==> config.mk <==
export PLATFORM = sky130hd
export DESIGN_NAME = forward_registered_v3
export DESIGN_NICKNAME = d
export VERILOG_FILES = /design/src/rtl/forward_registered_v3_pkg.sv /design/src/rtl/fwd_reg_slice_v3.sv /design/src/rtl/handshake_sink_v3.sv /design/src/rtl/handshake_source_v3.sv /design/src/rtl/forward_registered_v3.sv
export SDC_FILE = /design/constraint.sdc
export NUM_CORES = 2
export LEC_CHECK = 0
export CORE_MARGIN = 2
export CORE_UTILIZATION = 57
export CTS_CLUSTER_SIZE = 20
export DETAILED_ROUTE_END_ITERATION = 7
export PLACE_DENSITY_LB_ADDON = 0.08
export SLEW_MARGIN = 20
export SYNTH_ARGS = -nofsm -noshare
export SYNTH_HDL_FRONTEND = slang
export SYNTH_SLANG_ARGS = --single-unit
==> constraint.sdc <==
create_clock -name clk -period 6.72 [get_ports clk]
set_clock_uncertainty 0.15 [all_clocks]
set_input_delay 1.344 -clock clk [delete_from_list [all_inputs] [get_ports clk]]
set_output_delay 1.344 -clock clk [all_outputs]
set_load 0.05 [all_outputs]
==> src/rtl/forward_registered_v3_pkg.sv <==
// Shared constants for the forward-registered stream channel.
// Default word width/depth and the counter width helper.
package forward_registered_v3_pkg;

  localparam int WIDTH_DEF = 9;
  localparam int DEPTH_DEF = 256;

  // Counter must hold the value DEPTH itself.
  function automatic int cnt_w(input int depth);
    return $clog2(depth) + 1;
  endfunction

endpackage

==> src/rtl/fwd_reg_slice_v3.sv <==
// Forward-registered slice: registers valid/data, ready is combinational.
// Ports: clk, rst_n, in_* upstream link, out_* downstream link.
module fwd_reg_slice_v3 #(
  parameter int WIDTH = 8
) (
  input  logic             clk,
  input  logic             rst_n,
  input  logic             in_valid,
  output logic             in_ready,
  input  logic [WIDTH-1:0] in_data,
  output logic             out_valid,
  input  logic             out_ready,
  output logic [WIDTH-1:0] out_data
);

  // Room exists when empty or when the held word drains this edge.
  assign in_ready = out_ready || !out_valid;

  always_ff @(posedge clk or negedge rst_n) begin
    if (!rst_n) begin
      out_valid <= 1'b0;
      out_data  <= '0;
    end else if (in_valid && in_ready) begin
      out_valid <= 1'b1;
      out_data  <= in_data;
    end else if (out_ready) begin
      out_valid <= 1'b0;
    end
  end

endmodule

==> src/rtl/handshake_sink_v3.sv <==
// Checking sink: captures words, checks sequence, counts accepts.
// Ports: clk, rst_n, accept -> ready, valid/data in, rx_count/err/done.
module handshake_sink_v3
  import forward_registered_v3_pkg::*;
#(
  parameter int WIDTH = WIDTH_DEF,
  parameter int DEPTH = DEPTH_DEF
) (
  input  logic                      clk,
  input  logic                      rst_n,
  input  logic                      accept,
  input  logic                      valid,
  output logic                      ready,
  input  logic [WIDTH-1:0]          data,
  output logic [cnt_w(DEPTH)-1:0]   rx_count,
  output logic                      err,
  output logic                      done
);

  localparam int CW = cnt_w(DEPTH);
  localparam int AW = $clog2(DEPTH);

  logic [WIDTH-1:0] mem [DEPTH];
  logic [WIDTH-1:0] exp_val;
  logic [AW-1:0]    addr;
  logic             xfer;
  logic             seq_bad;

  // Readback of the previous capture guards the memory itself.
  logic             chk_pend;
  logic [AW-1:0]    chk_addr;
  logic [WIDTH-1:0] chk_val;
  logic             mem_bad;

  assign ready   = accept;
  assign xfer    = valid && ready;
  assign addr    = rx_count[AW-1:0];
  assign seq_bad = xfer && (data != exp_val);
  assign mem_bad = chk_pend && (mem[chk_addr] != chk_val);

  always_ff @(posedge clk) begin
    if (xfer)
      mem[addr] <= data;
  end

  always_ff @(posedge clk or negedge rst_n) begin
    if (!rst_n) begin
      exp_val  <= '0;
      rx_count <= '0;
      err      <= 1'b0;
      done     <= 1'b0;
      chk_pend <= 1'b0;
      chk_addr <= '0;
      chk_val  <= '0;
    end else begin
      chk_pend <= xfer;
      if (xfer) begin
        chk_addr <= addr;
        chk_val  <= data;
        exp_val  <= (exp_val == WIDTH'(DEPTH - 1)) ?
                    '0 : exp_val + 1'b1;
        if (rx_count != CW'(DEPTH))
          rx_count <= rx_count + 1'b1;
        if (rx_count == CW'(DEPTH - 1))
          done <= 1'b1;
      end
      if (seq_bad || mem_bad)
        err <= 1'b1;
    end
  end

endmodule

==> src/rtl/handshake_source_v3.sv <==
// Counting source: offers 0,1,2.. wrapping at DEPTH, valid held until taken.
// Ports: clk, rst_n, offer -> valid/data out, ready in.
module handshake_source_v3
  import forward_registered_v3_pkg::*;
#(
  parameter int WIDTH = WIDTH_DEF,
  parameter int DEPTH = DEPTH_DEF
) (
  input  logic             clk,
  input  logic             rst_n,
  input  logic             offer,
  output logic             valid,
  input  logic             ready,
  output logic [WIDTH-1:0] data
);

  logic [WIDTH-1:0] cnt;
  logic             xfer;

  assign xfer = valid && ready;
  assign data = cnt;

  always_ff @(posedge clk or negedge rst_n) begin
    if (!rst_n) begin
      valid <= 1'b0;
      cnt   <= '0;
    end else begin
      if (xfer)
        cnt <= (cnt == WIDTH'(DEPTH - 1)) ? '0 : cnt + 1'b1;
      // A pending word is never withdrawn.
      if (!valid || xfer)
        valid <= offer;
    end
  end

endmodule

==> src/rtl/forward_registered_v3.sv <==
// Source -> forward-registered slice -> checking sink, one clock domain.
// Pins: offer/accept controls, both links' handshakes, checker status.
module forward_registered_v3
  import forward_registered_v3_pkg::*;
#(
  parameter int WIDTH = WIDTH_DEF,
  parameter int DEPTH = DEPTH_DEF
) (
  input  logic                    clk,
  input  logic                    s_rst,
  input  logic                    vaild_in,
  input  logic                    ready_in,
  output logic                    src_vaild,
  output logic                    src_ready,
  output logic [WIDTH-1:0]        src_data,
  output logic                    dst_vaild,
  output logic                    dst_ready,
  output logic [WIDTH-1:0]        dst_data,
  output logic [cnt_w(DEPTH)-1:0] rx_count,
  output logic                    err,
  output logic                    done
);

  handshake_source_v3 #(
    .WIDTH(WIDTH),
    .DEPTH(DEPTH)
  ) u_src (
    .clk  (clk),
    .rst_n(s_rst),
    .offer(vaild_in),
    .valid(src_vaild),
    .ready(src_ready),
    .data (src_data)
  );

  fwd_reg_slice_v3 #(
    .WIDTH(WIDTH)
  ) u_slice (
    .clk      (clk),
    .rst_n    (s_rst),
    .in_valid (src_vaild),
    .in_ready (src_ready),
    .in_data  (src_data),
    .out_valid(dst_vaild),
    .out_ready(dst_ready),
    .out_data (dst_data)
  );

  handshake_sink_v3 #(
    .WIDTH(WIDTH),
    .DEPTH(DEPTH)
  ) u_sink (
    .clk     (clk),
    .rst_n   (s_rst),
    .accept  (ready_in),
    .valid   (dst_vaild),
    .ready   (dst_ready),
    .data    (dst_data),
    .rx_count(rx_count),
    .err     (err),
    .done    (done)
  );

endmodule

Word-level counts from Yosys, hierarchy flattened
Memories as Yosys holds them, arrays and structs flattened.
Index checks and enable logic that the tools add are counted.
{"block": "op_classes", "n_addsub": 3, "n_eq_ne": 6, "muxes": 6, "n_reduce_logical": 12}
{"cell": "9-bit by 1-bit adder with 9-bit output (second input constant)", "n": 3}
{"cell": "9-bit by 8-bit == test with 1-bit output (second input constant)", "n": 3}
{"cell": "9-bit two-way mux", "n": 2}
{"cell": "9-bit != test", "n": 2}
{"cell": "9-bit != test (second input constant)", "n": 1}
{"cell": "1-bit logical AND", "n": 4}
{"cell": "1-bit two-way mux", "n": 4}
{"cell": "2-bit AND reduction", "n": 2}
{"cell": "1-bit logical OR", "n": 3}
{"cell": "1-bit logical NOT", "n": 2}
{"cell": "2-bit nonzero test", "n": 1}
{"block": "totals", "register_bits": 58, "ramBits": 2304, "input_bits": 4, "output_inout_bits": 33, "wordCells": 39, "n_memories": 1}
{"memory": "u_sink.mem", "words": 256, "width": 9, "rd": 1, "rd_ports_with_merged_regs": 0, "wr": 1, "line_no": "handshake_sink_v3.sv:23", "rtl": "logic [WIDTH-1:0] mem [DEPTH];"}

Depth between registers and ports, before layout
{"block": "logic_depth", "depth_word": 4, "depth_mapped": 18}

Cells and area by module
From an unflattened synthesis, not the netlist that was laid out.
{"block": "unflattened", "hier_cells": 4507, "area_unflattened_um2": 92258.5}
{"mod": "handshake_sink_v3", "instances": 1, "cells_per_inst": 4440, "area_each_um2": 91346.4, "seq_area_each_um2": 70137.3}
{"mod": "handshake_source_v3", "instances": 1, "cells_per_inst": 45, "area_each_um2": 486.7, "seq_area_each_um2": 250.2}
{"mod": "fwd_reg_slice_v3", "instances": 1, "cells_per_inst": 22, "area_each_um2": 425.4, "seq_area_each_um2": 250.2}

Worst setup path after synthesis
No wires, ideal clock.
{"block": "synth_path", "path_kind": "reg2reg", "start": "register u_slice.out_data[8]", "end": "register u_sink.err", "setup_ns": 0.134, "t_arrival_ns": 5.665, "t_required_ns": 6.436, "path_slack_ns": 0.771, "stages_incl_launch_ff": 10, "synth_period_minus_slack_ns": 5.949, "cell_sequence": "dfrtp_1 xor2_1 nor4_1 nand4_1 a21oi_1 o311ai_0 or4bb_1 a221o_1 a2111oi_2 a21oi_1"}
{"block": "synth_via", "elab_chain_len": 3}
{"element": "start, declared", "line_no": "fwd_reg_slice_v3.sv:13", "rtl": "output logic [WIDTH-1:0] out_data"}
{"element": "start signal, assigned", "line_no": "fwd_reg_slice_v3.sv:25", "rtl": "out_data <= in_data;"}
{"element": "9-bit != test", "line_no": "handshake_sink_v3.sv:38", "rtl": "assign seq_bad = xfer && (data != exp_val);"}
{"element": "1-bit logical AND", "line_no": "handshake_sink_v3.sv:38"}
{"element": "1-bit logical OR", "line_no": "handshake_sink_v3.sv:67", "rtl": "if (seq_bad || mem_bad)"}
{"element": "end signal, assigned", "line_no": "handshake_sink_v3.sv:50", "rtl": "err <= 1'b0;"}
{"element": "end signal, assigned", "line_no": "handshake_sink_v3.sv:68", "rtl": "err <= 1'b1;"}
{"element": "end, declared", "line_no": "handshake_sink_v3.sv:16", "rtl": "output logic err,"}
Every way passes these cells.
A chain may end at the register's enable or synchronous reset.

Worst setup path in the final report
{"block": "layout_path", "start": "register u_sink.chk_addr[0]", "end": "register u_sink.err"}
{"block": "layout_via", "elab_chain_len": 4}
{"element": "start, declared", "line_no": "handshake_sink_v3.sv:31", "rtl": "logic [AW-1:0] chk_addr;"}
{"element": "start signal, assigned", "line_no": "handshake_sink_v3.sv:58", "rtl": "chk_addr <= addr;"}
{"element": "memory read 256 x 9 bit"}
{"element": "9-bit != test", "line_no": "handshake_sink_v3.sv:39", "rtl": "assign mem_bad = chk_pend && (mem[chk_addr] != chk_val);"}
{"element": "1-bit logical AND", "line_no": "handshake_sink_v3.sv:39"}
{"element": "1-bit logical OR", "line_no": "handshake_sink_v3.sv:67"}
Every way passes these cells.

==> run summary <==
The flow ran to the end, and the final reports show no timing, DRC or antenna violations. The fraction of synthesized cell area taken by the top area cell type came out at 75.0%. After legalization and detailed placement, the total HPWL measured between 150000 and 200000 um.

The instance area after placement came out at 0.0950 mm^2. The routed wire length came out at 248000 um. The number of buffer cells added on primary ports came out at 36. The end point of the critical path is u_sink.err$_DFFE_PN0P_. Of the available clock period, the critical path in the final layout requires 74.6%.

Setup repair after global routing left no endpoint under its margin. The final antenna-violating net count is 0. For this run, asynchronously set or reset flops after synthesis account for 2.46%. In this run, post-CTS hold repair placed 0 buffers. The critical path is of the register to register type. At the end of routability-driven placement, the weighted congestion stood at ~0.85. The worst-case reg-to-reg path depth came out at 9. The routed wirelength normalized by instance count came out at 35.9 um.

The routed design uses 115000 um of met2 wire. The reg2reg setup slack is 1700 ps. The initialized floorplan defines between 100 and 150 standard-cell rows. Summed over all instances, the cell type with the most area after synthesis is edfxtp_1. The maximum clock rate is between 150 and 200 MHz. The height of the die came out at 406 um. The worst register-to-register path begins at u_sink.chk_addr[0]$_DFFE_PN0P_. The kind of path behind the tightest hold check is input pin to asynchronous set/reset pin. The final design area excluding fillers came out at 0.102 mm^2. The routed metal-1 wire length came out at 99800 um. The area growth from synthesis to layout came out at 10.8%. The share of post-route cells with drive strength above 1 is 21.8%. OpenSTA, run right after detailed placement, puts the worst setup slack at 1500 ps. The setup total negative slack is 0 ps.

The total clock buffers created by CTS is ~230. For the pin with the worst max-slew slack, the measured transition is about 1200 ps. After the last flow step, the layout net total stands at 4564. The worst slew margin relative to its limit came out at 21.8%. The number of antenna violations at the first check in global routing is 13. The area of the core came out at 0.161 mm^2. Setup violations remaining at the end of the flow were counted as 0. For this run, the leading register cell type out of synthesis is edfxtp_1. Data on the critical path is required at its endpoint by 7300 ps. Of all nets on the critical path, the largest fanout is 56. By area the synthesized netlist is led by edfxtp_1 75%, mux4_2 13%, mux2i_1 1.7%. The number of clock sinks seen by CTS came out at 2362. The mean instance size in the synthesized netlist is 20.8 um^2. The width of the die is 406 um. In the routed layout, each cell is associated on average with a via count of 6.73. The terminus of the critical flop-to-flop path is u_sink.err$_DFFE_PN0P_. The insertion delay of the later-clocked pin in the worst-skew pair came out at 860 ps.

The die covers about 0.16 mm^2. The number of optimization iterations in the first detailed-route pass came out at 6. The sequential share of the synthesized area is 76.6%. The number of synthesized flops with an enable pin came out at approximately 2300. The via count of the first global-routing pass came out at about 45000. The category of the worst setup path launch point is a register. The number of failing hold endpoints at the final stage came to 0. The total setup buffers inserted after CTS came out at 0. The time the final worst path needs with I/O delays and setup came out at about 5000 ps. The commonest cells after synthesis are 2304 x edfxtp_1, 552 x mux4_2, 296 x nor2_1, 212 x nand2_1, 156 x mux2i_1.

Counting distinct cell types in the post-synthesis netlist gives 74. IR analysis of the VDD net gives a maximum drop of 0.337 mV. The clock root buffer is clkbuf_16. The final number of max-transition violations is 0. The detailed-routed wire length on met3 is between 20000 and 25000 um.

The number of resized instances in the post-cts repair step came out at 0. The initial core utilization is 57.4%. CTS built an H-tree with a depth of 4. The detailed router used layers up to and including met5.

The clock-pin slew on the worst setup and hold paths is 60 ps. The maximum number of pins on one net before global-route repair came out at 219. After layout, the design draws a total of approximately 40 mW. The total vias in the final route came out at 46468. The number of nets produced by synthesis came out at 4435.

The type of destination of the critical path is a register. Across the run, the number of max-cap violations was 0. The mapped netlist covers 0.0922 mm^2. edfxtp_1 is the most common cell in the netlist. The most critical setup path has its startpoint at u_sink.chk_addr[0]$_DFFE_PN0P_. The aggregate global-route resource usage came out at 30.5%. For this design the ratio of total power to cell area is 390 mW/mm^2.

After global routing the overflow that remains totals 0. The number of design rule violations left after detail routing is 0. Setup slack closes at 1700 ps.

The deepest clock path buffer count is 3. The register bit total from synthesis came out at around 2400. The data arrival time at the worst-slack endpoint is 5600 ps. The wire length of the first global-routing pass is between 300000 and 400000 um. TritonCTS built the clock tree. Summed over all cells, the static leakage comes to 32.9 nW. During synthesis, Yosys emitted a total of 0 warnings.

The instance count of the mapped netlist came out at approximately 4400. The violation count after the first detailed-route iteration is roughly 6600. The number of I/O pins came out at 37.
==> worst max-delay path, stage by stage, from the launching register on <==
cell,delay (ps)
dfrtp_4,1020
buf_12,440
mux4_2,580
mux4_2,550
a2111o_1,480
a211oi_1,780
nor4_1,150
xor2_1,190
nor4_1,290
a21oi_1,120
==> placed cells by master (no fill, tap or decap), types with 11 or more instances in the layout <==
cell and n:
nand2_1 211, a21oi_1 61, nor4_1 11, o21ai_0 31, clkinv_2 31, mux4_2 552
a211oi_1 19, o22ai_1 47, nand4_1 18, dfrtp_4 14, xor2_1 11, mux2_2 19
clkinv_1 59, xnor2_1 18, nor2_1 286, buf_4 101, a22oi_1 50, mux2i_1 156
clkbuf_16 232, o221ai_1 23, nor3_1 28, nor2b_1 25, buf_12 20, dfrtp_1 43
a221oi_1 11, clkbuf_1 63, clkdlybuf4s50_1 35, nand3_1 61, bufinv_16 15, edfxtp_1 2304
==> stage by stage <==
stage / std cells / utilization (%) / hold WS (ps)
after detailed placement: 6482 / 59.2 / 337
final: 6906 / 63.6 / 135
after global placement: 6481 / 59.2 / 334
after global routing: 6902 / 63.6 / 108
after CTS: 6902 / 63.6 / 76.5
after floorplan: 4424 / - / 313
==> layout make-up <==
class                      count  area [um^2]
clock inverter               118          991
inverter                      10         43.8
multi-input combinational   1793        20100
tap                         2160         2700
fill                       10903        58400
clock buffer                 302         6140
timing repair buffer         157         1520
sequential                  2362        70700
antenna                        4         10.0
==> sequential cells by signal (all words and copies together) (netlist names) <==
name / cells
u_sink.chk_addr: 8
u_sink.chk_pend: 1
u_sink.chk_val: 9
u_sink.done: 1
u_sink.err: 1
u_sink.exp_val: 9
u_sink.mem: 2304
u_sink.rx_count: 9
u_slice.out_data: 9
u_slice.out_valid: 1
u_src.data: 9
u_src.valid: 1
==> how the worst min path moves through the flow <==
stage / endpoint / slack, ps / startpoint
final: u_src.data[7]$_DFFE_PN0P_ / 140 / s_rst
after global routing: u_src.data[7]$_DFFE_PN0P_ / 110 / s_rst
after CTS: u_src.data[7]$_DFFE_PN0P_ / 80 / s_rst
after detailed placement: u_sink.chk_val[4]$_DFFE_PN0P_ / 340 / u_sink.chk_val[4]$_DFFE_PN0P_
after global placement: u_sink.chk_val[0]$_DFFE_PN0P_ / 330 / u_sink.chk_val[0]$_DFFE_PN0P_
after floorplan: u_sink.chk_val[1]$_DFFE_PN0P_ / 310 / u_sink.chk_val[1]$_DFFE_PN0P_
==> cells by family after synthesis <==
family / Yosys count / synth area share, %
compound gates: 318 / 2.41
fa+ha+maj: 7 / 0.0950
mux: 735 / 15.6
flops: 2362 / 76.6
simple gates: 704 / 3.32
xor+xnor: 29 / 0.276
buf+inv: 269 / 1.63
==> layer usage <==
layer / vias up / GRT usage, %
met4: 4 / 9.97
met5: - / 0
met2: 2674 / 45.9
met3: 422 / 6.33
met1: 24773 / 45.5
li1: 18595 / -
==> where the power goes <==
group          switching (mW)  total (mW)  internal [mW]
clock                    5.37        12.3           6.95
combinational            6.35        9.65           3.31
sequential              0.574        17.9           17.3
Note: power is estimated with default switching activity, not from simulation.
